[config.mk]
export PLATFORM = sky130hd
export DESIGN_NAME = vga_sync_decoder
export DESIGN_NICKNAME = d
export VERILOG_FILES = /design/src/rtl/vga_sync_decoder.sv
export SDC_FILE = /design/constraint.sdc
export NUM_CORES = 1
export LEC_CHECK = 0
export CAP_MARGIN = 10
export CORE_MARGIN = 3
export CORE_UTILIZATION = 36
export CTS_CLUSTER_DIAMETER = 120
export DETAILED_ROUTE_END_ITERATION = 10
export PLACE_DENSITY = 0.61
export REMOVE_ABC_BUFFERS = 1
export SYNTH_ARGS = -nofsm -noshare
export SYNTH_HDL_FRONTEND = slang
export SYNTH_SLANG_ARGS = --single-unit
[constraint.sdc]
create_clock -name clk -period 7.3 [get_ports clk]
set_input_delay 1.095 -clock clk [delete_from_list [all_inputs] [get_ports clk]]
set_output_delay 1.095 -clock clk [all_outputs]
set_load 0.02 [all_outputs]
[src/rtl/vga_sync_decoder.sv]
// vga_sync_decoder
//   Receive-side VGA timing checker. Samples active-low hsync/vsync and display-enable on
//   pixel-rate enables and recovers the active-area pixel coordinates. It also measures
//   line length and frame height, and runs a lock state machine against H_TOTAL/V_TOTAL.
//
// Ports
//   clk, rst_n      clock, asynchronous active-low reset
//   pix_en          pixel-rate enable; all sampling/counting is gated by it
//   vga_h_sync      horizontal sync, active low
//   vga_v_sync      vertical sync, active low
//   de              display enable, active high
//   pix_x, pix_y    active-area column/row, one pix_en behind the inputs
//   pix_valid       registered de
//   line_len        last measured pixels per line (hsync assertion to assertion)
//   frame_lines     last measured lines per frame (frame boundary to frame boundary)
//   locked          timing matches H_TOTAL/V_TOTAL for LOCK_FRAMES consecutive frames
//   err             one-clock pulse on a timing mismatch while measuring or locked
//   err_cnt         saturating count of err pulses
module vga_sync_decoder #(
  parameter int unsigned H_TOTAL     = 768,
  parameter int unsigned V_TOTAL     = 512,
  parameter int unsigned LOCK_FRAMES = 2,
  parameter int unsigned CNT_W       = 11
) (
  input  logic             clk,
  input  logic             rst_n,
  input  logic             pix_en,
  input  logic             vga_h_sync,
  input  logic             vga_v_sync,
  input  logic             de,
  output logic [9:0]       pix_x,
  output logic [8:0]       pix_y,
  output logic             pix_valid,
  output logic [CNT_W-1:0] line_len,
  output logic [CNT_W-1:0] frame_lines,
  output logic             locked,
  output logic             err,
  output logic [7:0]       err_cnt
);

  localparam logic [CNT_W-1:0] CntMax = '1;
  localparam logic [CNT_W-1:0] HTot   = CNT_W'(H_TOTAL);
  localparam logic [CNT_W-1:0] VTot   = CNT_W'(V_TOTAL);
  localparam int unsigned      GoodW  = $clog2(LOCK_FRAMES + 1);

  typedef enum logic [1:0] {StSearch, StMeasure, StLocked} state_e;

  state_e           state_q;
  logic [GoodW-1:0] good_q;
  logic             bad_q;     // a bad line was seen in the frame being measured

  logic             hs_q, vs_q;
  logic [CNT_W-1:0] h_cnt_q, v_cnt_q;
  logic             v_pend_q;  // vsync asserted, waiting for the next hsync to close the frame

  logic             h_edge, v_edge, fb, h_timeout;
  logic [CNT_W-1:0] h_cnt_inc, v_cnt_inc;
  logic             line_bad, frame_ok, err_ev;

  // Event decode; everything is qualified by pix_en here so the state logic need not be.
  always_comb begin
    h_edge    = pix_en & hs_q & ~vga_h_sync;
    v_edge    = pix_en & vs_q & ~vga_v_sync;
    fb        = h_edge & (v_pend_q | v_edge);
    h_cnt_inc = (h_cnt_q == CntMax) ? CntMax : h_cnt_q + 1'b1;
    v_cnt_inc = (v_cnt_q == CntMax) ? CntMax : v_cnt_q + 1'b1;
    h_timeout = pix_en & ~h_edge & (h_cnt_q == CntMax);
    // h_cnt_inc / v_cnt_inc are the values about to be latched into line_len / frame_lines
    line_bad  = h_edge & (h_cnt_inc != HTot);
    frame_ok  = (v_cnt_inc == VTot);
  end

  // At most one err per cycle: all mismatch sources are merged into a single event.
  always_comb begin
    err_ev = 1'b0;
    unique case (state_q)
      StMeasure: err_ev = line_bad | (fb & ~(frame_ok & ~bad_q));
      StLocked:  err_ev = line_bad | (fb & ~frame_ok) | h_timeout;
      default:   err_ev = 1'b0;
    endcase
  end

  // Sync edge detection and line/frame measurement.
  always_ff @(posedge clk or negedge rst_n) begin
    if (!rst_n) begin
      hs_q        <= 1'b1;
      vs_q        <= 1'b1;
      h_cnt_q     <= '0;
      v_cnt_q     <= '0;
      v_pend_q    <= 1'b0;
      line_len    <= '0;
      frame_lines <= '0;
    end else if (pix_en) begin
      hs_q <= vga_h_sync;
      vs_q <= vga_v_sync;
      if (h_edge) begin
        line_len <= h_cnt_inc;
        h_cnt_q  <= '0;
      end else begin
        h_cnt_q <= h_cnt_inc;
      end
      if (fb) begin
        // A vsync coincident with hsync closes the frame here without counting an extra line.
        frame_lines <= v_cnt_inc;
        v_cnt_q     <= '0;
        v_pend_q    <= 1'b0;
      end else begin
        if (h_edge) v_cnt_q <= v_cnt_inc;
        if (v_edge) v_pend_q <= 1'b1;
      end
    end
  end

  // Active-area coordinates.
  always_ff @(posedge clk or negedge rst_n) begin
    if (!rst_n) begin
      pix_valid <= 1'b0;
      pix_x     <= '0;
      pix_y     <= '0;
    end else if (pix_en) begin
      pix_valid <= de;
      if (de && pix_valid) pix_x <= pix_x + 10'd1;
      else                 pix_x <= '0;
      if (v_edge)                  pix_y <= '0;
      else if (pix_valid && !de)   pix_y <= pix_y + 9'd1;
    end
  end

  // Lock state machine with registered locked/err/err_cnt.
  always_ff @(posedge clk or negedge rst_n) begin
    if (!rst_n) begin
      state_q <= StSearch;
      good_q  <= '0;
      bad_q   <= 1'b0;
      locked  <= 1'b0;
      err     <= 1'b0;
      err_cnt <= '0;
    end else begin
      err <= err_ev;
      if (err_ev && err_cnt != 8'hff) err_cnt <= err_cnt + 8'd1;
      if (pix_en) begin
        unique case (state_q)
          StSearch: begin
            if (fb) begin
              state_q <= StMeasure;
              good_q  <= '0;
              bad_q   <= 1'b0;
            end
          end
          StMeasure: begin
            if (fb) begin
              bad_q <= 1'b0;
              if (frame_ok && !bad_q && !line_bad) begin
                if (32'(good_q) + 32'd1 >= LOCK_FRAMES) begin
                  state_q <= StLocked;
                  locked  <= 1'b1;
                  good_q  <= '0;
                end else begin
                  good_q <= good_q + 1'b1;
                end
              end else begin
                good_q <= '0;
              end
            end else if (line_bad) begin
              bad_q  <= 1'b1;
              good_q <= '0;
            end
          end
          StLocked: begin
            if (line_bad || (fb && !frame_ok)) begin
              state_q <= StMeasure;
              locked  <= 1'b0;
              good_q  <= '0;
              bad_q   <= 1'b0;
            end
          end
          default: state_q <= StSearch;
        endcase
        // Missing hsync overrides everything: drop back to searching.
        if (h_timeout) begin
          state_q <= StSearch;
          locked  <= 1'b0;
        end
      end
    end
  end

endmodule
==> metrics.cfg <==
[sta]
report.final.slew_viol_count=0
fin_crit_ns=4.17
relSlewSlack_pct=14.1
fin_skew_ns=0.00584
fmax_mhz=240
fin_ws_ns=3.13
setup_violations=0
setup-tns-final_ns=0
post-route-period-util_pct=57.1
rsz0062_at_grt=false
finalHoldViolCount=0
worst_slew_pin_slew_ns=1.28

[logic_synthesis]
async_flop_share_pct=100
yosys.area.top_type_share_pct=43.6
synth_edf_count=0
syn_area_per_cell_sq_um=9.37
yosysSeqAreaShare_pct=44.8
yosys_most_used_dff=dfrtp_1
syn_area_sq_um=4590
synth_top_cells_by_count=dfrtp_1, nand2_1, nor2_1
synth.distinct_cells=75
synth_area_leaders=dfrtp_1, nand2_1, nor2_1
yosysWarnings=0
yosysMostFrequentCell=dfrtp_1
synth-seq-cells=82
syn_inst=490
yosysTopAreaCell=dfrtp_1

[global_route]
grt_pass1_vias=3803
grt_pass1_wl_microns=18200
grt_max_degree=83
antenna_found_initial=0
track_usage_pct=15.5
grt_overflow=0

[worst_setup_path]
start_kind=input pin
cp_data_required_time_ns=7.52
critical_path_class=in -> reg
endpoint_kind=flip-flop
cp_slowest_cell=nor2_2
cp_data_arrival_time_ns=4.39
cp_max_fo=25
crit_path_max_incr_delay_ns=0.62
worstPathCellList=clkdlybuf4s50_1, buf_4, inv_2, or2_2, nor2_2, and2_1, o22ai_2, o221ai_4, and3_4, mux2_1

[route]
drt-pass1-iter-count=4
vias_per_cell=5.31
ant_nets=0
drt_iter0_markers=252
vias=3768
wl_per_cell_microns=14.9
drcViolationCount=0
wl_microns=10600

[hold_path]
hold_path_class=reg -> reg

[clocking]
cts_sinks=82
root_buffer=clkbuf_16
ctsHtreeMaxLevel=3
clockBufferDepth=2
path_clk_slew_ns=0.06
cts_hold_buf=0
clk_latency_ns=0.34
postCtsSetupBuffers=0
numCtsBuffers=9
cts_resized=0
cts_tree=done

[place]
portBuffers=57
dp_hpwl_microns=7320
place_ws_ns=2.78
place.gp.congestion=0.862

[outcome]
outcome=finished, final reports clean

[floorplanning]
die-width_microns=119
coreArea_sq_um=12200
start_util_pct=37.6
dieArea_sq_um=14100
die_y_microns=119
num_rows=40
ioPinCount=58

[finish]
nFillCells=1246
drive_gt1_share_pct=9.61
diodes=0
area_growth_syn_to_layout_pct=20.2
num-nets-final=554

[pwr]
peakVddDrop_v=0.000104
total_leakage_power_nw=2.37
cellPowerDensity_nw_per_um2=254

[flow_run]
cap_violations=0

state kept, by name (all words and copies together) (netlist names), 8 cells and up:
name	flops
err_cnt	8
frame_lines	11
h_cnt_q	11
line_len	11
pix_x	10
pix_y	9
v_cnt_q	11
worst max-delay path: cells and delay by family:
family                 cells  cell delay [ns]
buffers and inverters      3             0.85
AND/OR/NAND/NOR            4             1.66
multiplexers               1             0.31
AO/OA/AOI/OAI              2             0.46
stage by stage:
stage | instances | hold slack [ns] | cell area (sq um) | power [W] | util (%)
2_1_floorplan | 467 | 0.464 | 4450 | 0.000815 | -
6_report | 709 | 0.482 | 5520 | 0.00140 | 45.2
3_3_place_gp | 693 | 0.470 | 5240 | 0.000975 | 42.9
5_1_grt | 709 | 0.517 | 5520 | 0.00149 | 45.2
3_5_place_dp | 693 | 0.475 | 5240 | 0.000984 | 42.9
4_1_cts | 709 | 0.488 | 5520 | 0.00142 | 45.2
cell families after synthesis:
kind of cell,count (synthesis),share of synthesized area (%)
AND/OR/NAND/NOR,207,23.1
multiplexers,11,2.64
flip-flops,82,44.8
adder cells (fa/ha/maj),12,3.27
buffers and inverters,39,4.36
XOR/XNOR,29,5.53
AO/OA/AOI/OAI,110,16.3
power breakdown:
part	total (W)	switching (W)	internal [W]	leakage [nW]
clock network	0.000430	0.000190	0.000240	0.143
registers	0.000587	0.0000681	0.000519	1.09
logic	0.000385	0.000212	0.000173	1.14
total	0.00140	0.000469	0.000933	2.37
placed cells by master (no fill, tap or decap), types with 7 or more instances in the layout:
| cell type | instances |
|---|---|
| clkbuf_16 | 9 |
| inv_1 | 15 |
| xor2_1 | 14 |
| nor2_1 | 56 |
| nand4_1 | 12 |
| xnor2_1 | 15 |
| ha_1 | 12 |
| and2_1 | 7 |
| a31oi_1 | 15 |
| o21ai_0 | 35 |
| dfrtp_1 | 80 |
| and3_1 | 14 |
| a22o_1 | 7 |
| nand3_1 | 16 |
| a21oi_1 | 16 |
| clkdlybuf4s50_1 | 56 |
| nand2_1 | 59 |
routing by layer:
layer,global-route usage [%],routed length [microns],up-vias
met5,0,0,-
met4,7.02,213,0
met3,2.71,323,17
met2,25.4,5170,60
met1,20.0,4870,1847
li1,-,-,1844
final timing paths:
path                                      from  slack, ns              to  cells past startpoint
max in group asynchronous                rst_n       5.68        pix_x[9]                      1
worst min-delay path            frame_lines[8]       0.48  frame_lines[8]                      2
worst max-delay path                    pix_en       3.13      err_cnt[1]                     10
worst min register to register  frame_lines[8]       0.48  frame_lines[8]                      2
worst max register to register            hs_q       4.11      err_cnt[1]                      8
min in group asynchronous                rst_n       0.90      h_cnt_q[4]                      1
area by class of cell:
type / instances / area (sq um) / share of cell area, %
Clock buffer: 10 / 239 / 4.33
Clock inverter: 6 / 41.3 / 0.749
Sequential cell: 82 / 2050 / 37.3
Multi-Input combinational cell: 369 / 2330 / 42.3
Tap cell: 168 / 210 / 3.81
Inverter: 16 / 60.1 / 1.09
Timing Repair Buffer: 58 / 576 / 10.4
No activity file was read; power rests on OpenSTA's default activity.
